File: src/rtl/hash_result_scanner.sv
// Scans NUM_NONCES hash-result words from memory and reports the smallest one and its index.
// Optional early exit on the first word below target: define SCAN_EARLY_EXIT_EN.
module hash_result_scanner #(
    parameter int NUM_NONCES = 16,
    parameter int IDX_W      = $clog2(NUM_NONCES)
) (
    input  logic              clk,
    input  logic              reset_n,
    input  logic              start,
    input  logic [15:0]       output_addr,
    input  logic [31:0]       target,
    output logic              done,
    output logic              found,
    output logic [IDX_W-1:0]  best_nonce,
    output logic [31:0]       best_hash,
    output logic              mem_clk,
    output logic              mem_we,
    output logic [15:0]       mem_addr,
    output logic [31:0]       mem_write_data,
    input  logic [31:0]       mem_read_data
);

    localparam logic [1:0] S_IDLE  = 2'd0;
    localparam logic [1:0] S_READ  = 2'd1;
    localparam logic [1:0] S_DRAIN = 2'd2;
    localparam logic [1:0] S_DONE  = 2'd3;

    localparam logic [IDX_W-1:0] LAST_IDX = IDX_W'(NUM_NONCES - 1);

    logic [1:0]       r_state;
    logic [IDX_W-1:0] r_cnt;
    logic [15:0]      r_mem_addr;
    logic [31:0]      r_target;
    logic             r_done;
    logic             r_found;
    logic [IDX_W-1:0] r_best_nonce;
    logic [31:0]      r_best_hash;

    logic             r_v1;
    logic             r_v2;
    logic [IDX_W-1:0] r_idx1;
    logic [IDX_W-1:0] r_idx2;
    logic [31:0]      r_min_hash;
    logic [IDX_W-1:0] r_min_idx;

    logic w_start;
    logic w_lower;
    logic w_last;
    logic w_hit;

    assign w_start = (r_state == S_IDLE) && start;
    assign w_lower = mem_read_data < r_min_hash;
    assign w_last  = r_v2 && (r_idx2 == LAST_IDX);

`ifdef SCAN_EARLY_EXIT_EN
    assign w_hit = r_v2 && (mem_read_data < r_target);
`else
    assign w_hit = 1'b0;
`endif

    // Control: address issue, state sequencing and result registers.
    always_ff @(posedge clk or negedge reset_n) begin
        if (!reset_n) begin
            r_state      <= S_IDLE;
            r_cnt        <= '0;
            r_mem_addr   <= '0;
            r_target     <= '0;
            r_done       <= 1'b0;
            r_found      <= 1'b0;
            r_best_nonce <= '0;
            r_best_hash  <= '0;
        end else begin
            case (r_state)
                S_IDLE: begin
                    if (start) begin
                        r_state      <= S_READ;
                        r_mem_addr   <= output_addr;
                        r_cnt        <= '0;
                        r_target     <= target;
                        r_done       <= 1'b0;
                        r_found      <= 1'b0;
                        r_best_nonce <= '0;
                        r_best_hash  <= '0;
                    end
                end
                S_READ: begin
                    if (w_hit) begin
                        r_state <= S_DONE;
                    end else if (r_cnt == LAST_IDX) begin
                        r_state <= S_DRAIN;
                    end else begin
                        r_cnt      <= r_cnt + IDX_W'(1);
                        r_mem_addr <= r_mem_addr + 16'd1;
                    end
                end
                S_DRAIN: begin
                    if (w_hit || w_last) begin
                        r_state <= S_DONE;
                    end
                end
                default: begin
                    r_done       <= 1'b1;
                    r_found      <= r_min_hash < r_target;
                    r_best_nonce <= r_min_idx;
                    r_best_hash  <= r_min_hash;
                    r_state      <= S_IDLE;
                end
            endcase
        end
    end

    // Read-return pipeline and running minimum; a hit flushes in-flight reads.
    always_ff @(posedge clk or negedge reset_n) begin
        if (!reset_n) begin
            r_v1       <= 1'b0;
            r_v2       <= 1'b0;
            r_idx1     <= '0;
            r_idx2     <= '0;
            r_min_hash <= '1;
            r_min_idx  <= '0;
        end else begin
            r_v1   <= (r_state == S_READ) && !w_hit;
            r_v2   <= r_v1 && !w_hit;
            r_idx1 <= r_cnt;
            r_idx2 <= r_idx1;
            // All-ones seed with index 0 keeps the earliest word on an all-ones region.
            if (w_start) begin
                r_min_hash <= '1;
                r_min_idx  <= '0;
            end else if (r_v2 && w_lower) begin
                r_min_hash <= mem_read_data;
                r_min_idx  <= r_idx2;
            end
        end
    end

    assign done           = r_done;
    assign found          = r_found;
    assign best_nonce     = r_best_nonce;
    assign best_hash      = r_best_hash;
    assign mem_clk        = clk;
    assign mem_we         = 1'b0;
    assign mem_addr       = r_mem_addr;
    assign mem_write_data = 32'd0;

endmodule

File: config.mk
export PLATFORM = sky130hd
export DESIGN_NAME = hash_result_scanner
export DESIGN_NICKNAME = d
export VERILOG_FILES = /design/src/rtl/hash_result_scanner.sv
export SDC_FILE = /design/constraint.sdc
export NUM_CORES = 1
export LEC_CHECK = 0
export ABC_AREA = 0
export CAP_MARGIN = 25
export CORE_ASPECT_RATIO = 0.5
export CORE_MARGIN = 8
export CORE_UTILIZATION = 40
export CTS_CLUSTER_SIZE = 14
export DETAILED_ROUTE_END_ITERATION = 16
export GPL_TIMING_DRIVEN = 1
export PLACE_DENSITY = 0.66
export SETUP_SLACK_MARGIN = 0.05
export SLEW_MARGIN = 30
export SYNTH_ARGS = -nofsm -noshare
export SYNTH_HDL_FRONTEND = slang
export SYNTH_SLANG_ARGS = --single-unit
File: constraint.sdc
create_clock -name clk -period 6 [get_ports clk]
set_input_delay 0.9 -clock clk [delete_from_list [all_inputs] [get_ports clk]]
set_output_delay 0.9 -clock clk [all_outputs]
set_load 0.1 [all_outputs]
==> reports/metrics.cfg <==
[critical_path]
startpoint_type=clock port
startpoint=clk
crit_fanout=2
crit_required_ns=5.10
reg2regPathDepth=8
critPathKind=clk2out
cpMostUsedCell=clkbuf_16
crit_path_max_incr_delay_ns=0.96
crit_path_end_kind=primary output
worst_path_max_delay_cell=clkdlybuf4s50_1
cp_cell_sequence=clkbuf_16, clkbuf_16, clkdlybuf4s50_1
reg2reg_slack_ns=2.59
r2r-end=mem_addr[6]
arrival_ns=4.21
r2r-start=r_state[1]

[clock_tree]
holdBufCountCts=0
clk_pin_slew_ns=0.06
cts_tree=done
cts_resized=0
clk_latency_ns=0.53
cts_setup_buffers=0

[timing]
skew_ns=0.0141
rsz0062_at_grt=no
hold_violations=0
finalSetupTns_ns=0
worstMarginPinSlew_ns=1.01
slew_headroom_pct=32.7
setup_viol_count_final=0
drv_slew=0

[floorplan]
ios=171
start_util_pct=41.0
die_height_um=113
die-area_um2=23900
die_width_um=211
rows=35
core-area_um2=18500

[logic_synthesis]
yosysTopAreaCellShare_pct=34.9
yosysSeqAreaShare_pct=45.9
synth_compound_area_share_pct=17.9
yosysMostFrequentCell=dfrtp_1
yosys-top-cells-count=106 x dfrtp_1, 97 x nand2_1, 81 x nand3_1
synthXorXnorAreaFrac_pct=0
synth_cell_types=53
synthArstFlopShare_pct=100
muxShareOfSynthArea_pct=0.543
synth_top_flop_cell=dfrtp_1
avgSynthCellArea_um2=9.32
synth_top_family_by_area=compound AO/OA/AOI/OAI gates
synth_edf_count=0
yosys.area.top_type=dfrtp_1
yosys-top-cells-area=dfrtp_1 35%, ha_1 11%, dfstp_2 11%
synth-warning-count=0
ys_ff_latch=138
synthesis.area_um2=7600
syn-instance-count=816
synth_fa_ha_area_share_pct=11.2
synth-simple-area-share_pct=14.4

[routing]
via_per_inst=5.18
dr.first_iter.drc_count=278
post-route-drc-count=0
ant_nets=0
routedWlPerCell_um=16.6
wl_um=20200
vias=6292
dr.pass1.iters=5

[global_route]
antenna_found_initial=0
grt_max_degree=72
gr-total-overflow=0
grt_pass1_wl_um=33600
grt_use_total_pct=17.3
grt_pass1_vias=6443

[worst_hold_path]
hold_class=reg2reg
min_to=r_idx2[0]
whs_path_depth=0
worstHoldStart=r_idx1[0]

[placed_design]
port_buffers=137
gp_congestion=0.819
dp_hpwl_um=14600

[cells_and_area]
final_util_pct=52.5
area_delta_synth_final_pct=27.8
antenna_cells=0
drive_above_1_share_pct=9.53
fillers=1703
final_nets=1093

[run_status]
status=finished clean

[run]
cap_violations=0

cell usage in the layout, fill, tap and decap left out, types with 4 or more instances in the layout:
cell type,n
a21o_1,11
a21oi_1,38
buf_4,9
clkbuf_16,20
clkdlybuf4s50_1,136
clkinvlp_4,6
conb_1,33
dfrtp_1,106
dfstp_2,32
ha_1,68
inv_1,74
nand2_1,97
nand3_1,81
nand4_1,10
nor2_1,17
nor3_1,6
o211ai_1,4
o21a_1,5
o21ai_0,63
o21ai_1,30
o22ai_1,8
o31ai_1,37
or3_1,4
kinds of logic after synthesis:
kind of cell	after synthesis
AOI/OAI and AO/OA	220
adders and majority gates	68
other	1
and+or+nand+nor	234
buffers and inverters	151
muxes	4
DFF	138
metrics by stage:
step | hold WS (ns) | instance area [µm²] | instances | setup WS (ns)
floorplan | 0.331 | 7720 | 848 | 1.89
global placement | 0.333 | 9020 | 1177 | 1.16
detailed placement | 0.335 | 9030 | 1178 | 1.16
CTS | 0.342 | 9700 | 1213 | 0.882
global route | 0.355 | 9720 | 1214 | 0.877
finish | 0.342 | 9720 | 1214 | 0.894
final cells by class:
class | count | area [µm²] | area share [%]
clock buffers | 25 | 556 | 5.72
clock inverters | 11 | 120 | 1.24
inverters | 75 | 282 | 2.90
multi-input cells | 559 | 3480 | 35.8
flip-flops and latches | 138 | 3490 | 35.9
well taps | 259 | 324 | 3.33
repair buffers | 147 | 1460 | 15.0
registers in the layout (all words and copies together), names as in the netlist:
signal	count
r_target	32
r_cnt	4
r_idx2	4
done	1
r_min_hash	32
r_idx1	4
r_v1	1
r_min_idx	4
mem_addr	16
found	1
best_nonce	4
r_state	2
r_v2	1
best_hash	32
worst max-delay path by stage:
stage	endpoint	slack, ns	cells past startpoint
3_5_place_dp	mem_clk	1.16	1
6_report	mem_clk	0.89	3
5_1_grt	mem_clk	0.88	3
2_1_floorplan	mem_clk	1.89	1
4_1_cts	mem_clk	0.88	3
3_3_place_gp	mem_clk	1.16	1
critical path: cells and delay by family:
| kind | cells | cell delay (ns) |
|---|---|---|
| buffers and inverters | 3 | 1.21 |
per-layer routing:
metal / vias up / share of wire [%] / GRT usage [%] / wire [µm]
li1: 3061 / - / - / -
met5: - / 0 / 0 / 0
met4: 0 / 1.4 / 6.08 / 292
met1: 3020 / 46 / 22.1 / 9350
met3: 20 / 5.4 / 4.57 / 1100
met2: 191 / 47 / 28.2 / 9440
Power is left out: the tool's default activity adds up to more than one toggle a clock period on the data nets, which glitch-free logic cannot reach.
==> edit 1 (config.mk and constraints unchanged) <==
Add an input register stage for `start`, `output_addr` and `target`, with the module's reset; this delays them by one clock. The other inputs are not delayed to match.
--- a/src/rtl/hash_result_scanner.sv
+++ b/src/rtl/hash_result_scanner.sv
@@ -27,6 +27,22 @@
 
     localparam logic [IDX_W-1:0] LAST_IDX = IDX_W'(NUM_NONCES - 1);
 
+    logic start_q;
+    logic [15:0] output_addr_q;
+    logic [31:0] target_q;
+
+    always_ff @(posedge clk or negedge reset_n) begin
+        if (!reset_n) begin
+            start_q       <= '0;
+            output_addr_q <= '0;
+            target_q      <= '0;
+        end else begin
+            start_q       <= start;
+            output_addr_q <= output_addr;
+            target_q      <= target;
+        end
+    end
+
     logic [1:0]       r_state;
     logic [IDX_W-1:0] r_cnt;
     logic [15:0]      r_mem_addr;
@@ -48,7 +64,7 @@
     logic w_last;
     logic w_hit;
 
-    assign w_start = (r_state == S_IDLE) && start;
+    assign w_start = (r_state == S_IDLE) && start_q;
     assign w_lower = mem_read_data < r_min_hash;
     assign w_last  = r_v2 && (r_idx2 == LAST_IDX);
 
@@ -72,11 +88,11 @@
         end else begin
             case (r_state)
                 S_IDLE: begin
-                    if (start) begin
+                    if (start_q) begin
                         r_state      <= S_READ;
-                        r_mem_addr   <= output_addr;
+                        r_mem_addr   <= output_addr_q;
                         r_cnt        <= '0;
-                        r_target     <= target;
+                        r_target     <= target_q;
                         r_done       <= 1'b0;
                         r_found      <= 1'b0;
                         r_best_nonce <= '0;
Behaviour: not the same (a bounded check fails within 4 cycles, from zero or initial values and one cycle with reset_n low).
==> edit 1 against the unedited design <==
  * Utilization down 2.3 points
  * Critical path depth unchanged
  * Design area up 11%
  * Final cell count up 6.8%
  * Sequential cell count up 49
  * Synthesized cell count up 5.5%
  * Worst setup slack worse by 0.00053 ns
  * Die area up 14%
  * Routed wire length up 7.3%
  * Area after synthesis up 15%
Power is not shown: default switching activity piles up to over one toggle a cycle in this logic, so the estimate is an artifact.
==> edit 1: results (changes against the unedited design) <==
Outcome:
- The flow ran to the end, and the final reports show no timing, DRC or antenna violations.

Cells and area:
- The final-layout fill cell count is 2005 (+18%).
- The final cell count without fillers is 1297 (+6.8%).
- The final layout net count is 1135 (+3.8%).

Detailed routing:
- The met2 wire length is 10.3 mm (+9.5%).
- The routed wirelength normalized by instance count was 16.7 um (+0.43%).
- The detailed-routing iteration count for the pre-antenna-repair pass is 4 (-1).
- The total number of vias is 6630 (+5.4%).
- The met1 layer wirelength in the final routing came to 10.0 mm (+7.2%).
- The wire length on met3 was 935 um (-15%).
- The starting DRC count in detailed routing was 519 (+87%).

Critical path:
- The worst register-to-register path ends at r_min_idx[1].
- The startpoint identified for the worst register-to-register timing path is r_min_hash[15].
- The reg-to-reg setup timing slack is 3.15 ns (+0.56 ns).

Synth:
- The share of the synthesized area in compound gates (AO/OA/AOI/OAI) is 14.8% (-3.0 points).
- The post-synthesis share of cell area spent on full adders, half adders and majority gates was 9.71% (-1.5 points).
- The mux share of post-synthesis cell area is 0.942% (+0.40 points).
- The synthesized area per cell is 10.2 sq um (+9.3%).
- By area the synthesized netlist is led by sky130_fd_sc_hd__dfrtp_1, sky130_fd_sc_hd__ha_1, sky130_fd_sc_hd__dfstp_2, sky130_fd_sc_hd__nand3_1, sky130_fd_sc_hd__nand2_1.

Global routing:
- The combined global-route utilization of all metal layers is 16.2% (-1.2 points).
- The met1 demand-to-capacity share in global routing is 20.9% (-1.2 points).
- The global-route wire length before repair is 35.4 mm (+5.3%).
- The largest net degree at the start of global routing came to 103 (+43%).
- The via count of the first global-routing pass is 6755 (+4.8%).

Placed design:
- The post-DP HPWL came to 15.1 mm (+3.4%).
- The global placer's final weighted congestion is 0.832 (+1.6%).

Worst hold path:
- The worst hold path startpoint is r_v1.
- The worst-case hold path end point is r_v2.

Timing:
- The worst slew slack as a fraction of its limit came to 32.4% (-0.30 points).
-- edit 1: changes by cell type after synthesis, sizes merged, moves of 5 or more --
cell    before  now
clkbuf      30   25
nand2       98  103
nor2        18   12
buf         46   51
dfrtp      106  155
-- edit 1: layout make-up --
type                       count  share of cell area [%]
clock buffer                  22                    4.75
clock inverter                14                   0.912
inverter                      76                    2.63
multi-input combinational    554                    31.7
sequential                   187                    43.6
tap                          300                    3.46
timing repair buffer         144                    13.0
-- edit 1: kinds of logic after synthesis --
family                   after synthesis
buffers and inverters                152
adder cells (fa/ha/maj)               68
flip-flops                           187
other                                  1
AND/OR/NAND/NOR                      232
AO/OA/AOI/OAI                        213
multiplexers                           8
-- edit 1: worst max-delay path by stage --
stage / from / end / slack [ns] / depth (start not counted)
floorplan: clk / mem_clk / 1.89 / 1
global placement: clk / mem_clk / 1.16 / 1
detailed placement: clk / mem_clk / 1.16 / 1
CTS: clk / mem_clk / 0.88 / 3
global route: clk / mem_clk / 0.87 / 3
finish: clk / mem_clk / 0.89 / 3
-- edit 1: worst register-to-register path: cells and delay by family (launching register included) --
family	cells	cell delay (ns)
AND/OR/NAND/NOR	2	0.70
AO/OA/AOI/OAI	4	1.15
adder cells (fa/ha/maj)	1	0.29
buffers and inverters	1	0.07
flip-flops	1	0.56
-- edit 1: stage by stage --
step	cell area (sq um)	worst slack (ns)	hold WS (ns)
after detailed placement	10200	1.16	0.338
after CTS	10800	0.880	0.354
after global routing	10800	0.873	0.361
after floorplan	8890	1.89	0.331
final	10800	0.894	0.353
after global placement	10200	1.16	0.333
==> edit 2 (same settings) <==
Made on the original files. The option `SCAN_EARLY_EXIT_EN` is turned on by a define.
--- a/src/rtl/hash_result_scanner.sv
+++ b/src/rtl/hash_result_scanner.sv
@@ -1,5 +1,7 @@
 // Scans NUM_NONCES hash-result words from memory and reports the smallest one and its index.
 // Optional early exit on the first word below target: define SCAN_EARLY_EXIT_EN.
+`define SCAN_EARLY_EXIT_EN
+
 module hash_result_scanner #(
     parameter int NUM_NONCES = 16,
     parameter int IDX_W      = $clog2(NUM_NONCES)
Function: changed (a bounded check fails within 10 cycles, from zero or initial values and one cycle with reset_n low).
==> edit 2 against the unedited design <==
  * Worst setup slack gained 0.0060 ns
  * Area after synthesis grew 14%
  * Global-route usage grew 1.2 points
  * Design area grew 11%
  * First-iteration DRC count grew 94%
  * Hold slack gained 0.0045 ns
  * Routed wire length grew 23%
  * Clock skew shrank 0.0018 ns
  * Sequential cell count is the same
  * Critical path type unchanged
  * Highest routed layer unchanged
Power is left out: the tool's default activity adds up to more than one toggle a clock period on the data nets, which glitch-free logic cannot reach.
==> edit 2: results (changes against the unedited design) <==
Detailed routing:
- The met2 wire length is 12.0 mm (+27%).
- The post-detailed-routing wire length came to 24.8 mm (+23%).
- The wire length on met3 is 1.13 mm (+3.3%).
- The met1 layer wirelength in the final routing is 11.2 mm (+20%).
- The starting DRC count in detailed routing is 540 (+94%).
- The number of vias per cell after detailed routing is 5.37 (+3.7%).

Cells and area:
- The number of non-clock buffers in the layout is 144 (-2.0%).
- The final layout net count is 1212 (+11%).
- The multi-input logic cell count is 648 (+16%).
- The proportion of cell area occupied by multi-input gates was 42.3% (+6.5 points).
- The final cell count without fillers was 1344 (+11%).
- The sequential cell count came to 138 (unchanged).
- The layout buffering overhead excluding clock cells is 13.1% (-1.9 points).
- The non-clock inverter instance count of the final layout is 77 (+2.7%).
- The share of layout cells above drive strength 1 is 12.5% (+2.9 points).
- The number of clock buffer instances in the layout is 23 (-8.0%).
- The relative area of clock buffers and inverters in the final design is 6.01% (-0.94 points).

Critical path:
- The arrival time at the worst endpoint came to 4.20 ns (about the same).
- The critical path ends at mem_clk.
- The reg-to-reg setup timing slack is 2.64 ns (+0.05 ns).
- The worst register-to-register path ends at r_min_idx[0].
- The worst reg2reg path startpoint is r_min_hash[20].

Worst hold path:
- In this run the most critical hold path is launched from r_idx1[1].
- The worst-case hold path end point is r_idx2[1].

Global routing:
- The via count of the first global-routing pass is 7499 (+16%).
- The combined global-route utilization of all metal layers came to 18.5% (+1.2 points).
- The routing usage on met2 came to 31.4% (+3.2 points).
- The number of antenna violations at the first check in global routing came to 1 (+1).
- The global-route met3 utilization is 4.16% (-0.41 points).
- The largest net degree at the start of global routing is 90 (+25%).
- The global-route wire length before repair is 39.9 mm (+19%).

Outcome:
- The run finished with clean final reports.

Placed design:
- The global placer's final weighted congestion came to 0.899 (+9.8%).
- The post-DP HPWL came to 18.1 mm (+24%).

Synth:
- The sequential cell area fraction in the yosys report is 40.4% (-5.6 points).
- The synthesized area per cell is 9.53 sq um (+2.2%).
- In the post-synthesis netlist, the biggest area contributors are sky130_fd_sc_hd__dfrtp_1, sky130_fd_sc_hd__ha_1, sky130_fd_sc_hd__dfstp_2, sky130_fd_sc_hd__nand3_1, sky130_fd_sc_hd__mux2_2.
- The distinct cell type count after synthesis is 66 (+25%).
- After synthesis, the most frequently instantiated cells are sky130_fd_sc_hd__dfrtp_1, sky130_fd_sc_hd__ha_1, sky130_fd_sc_hd__nand3_1, sky130_fd_sc_hd__inv_1, sky130_fd_sc_hd__nand2_1.

Timing:
- The worst slew slack as a fraction of its limit is 33.2% (+0.54 points).
- The clock tree skew after final layout is 0.0123 ns (-0.00185 ns).

CTS:
- The clock network latency to the later pin of the worst-skew pair is 0.55 ns (+0.02 ns).
- The post-cts repair resize count came to 0 (unchanged).
[edit 2: cell types whose count changed after synthesis, sizes merged, moves of 6 or more]
cell | before | now
a211oi | 2 | 10
a21o | 11 | 19
ha | 68 | 99
mux2 | 1 | 34
nand2 | 98 | 72
nand2b | 3 | 9
nand4 | 10 | 22
nor2 | 18 | 28
o21ai | 93 | 64
[edit 2: metrics by stage]
stage / setup WS, ns / cell area, sq um / hold WS, ns
5_1_grt: 0.882 / 10800 / 0.367
4_1_cts: 0.891 / 10800 / 0.353
3_3_place_gp: 1.16 / 10200 / 0.337
2_1_floorplan: 1.89 / 8770 / 0.331
6_report: 0.900 / 10800 / 0.346
3_5_place_dp: 1.16 / 10200 / 0.339
[edit 2: kinds of logic (layout without fill, tap and decap cells)]
family          count (synthesis)  count (layout)  synth area share [%]
buf+inv                       154             257                  8.26
fa+ha+maj                      99              99                  14.3
compound gates                230             230                  18.1
flops                         138             138                  40.4
mux                            36              36                  4.66
other cells                     1              34                0.0433
simple gates                  250             250                  14.2
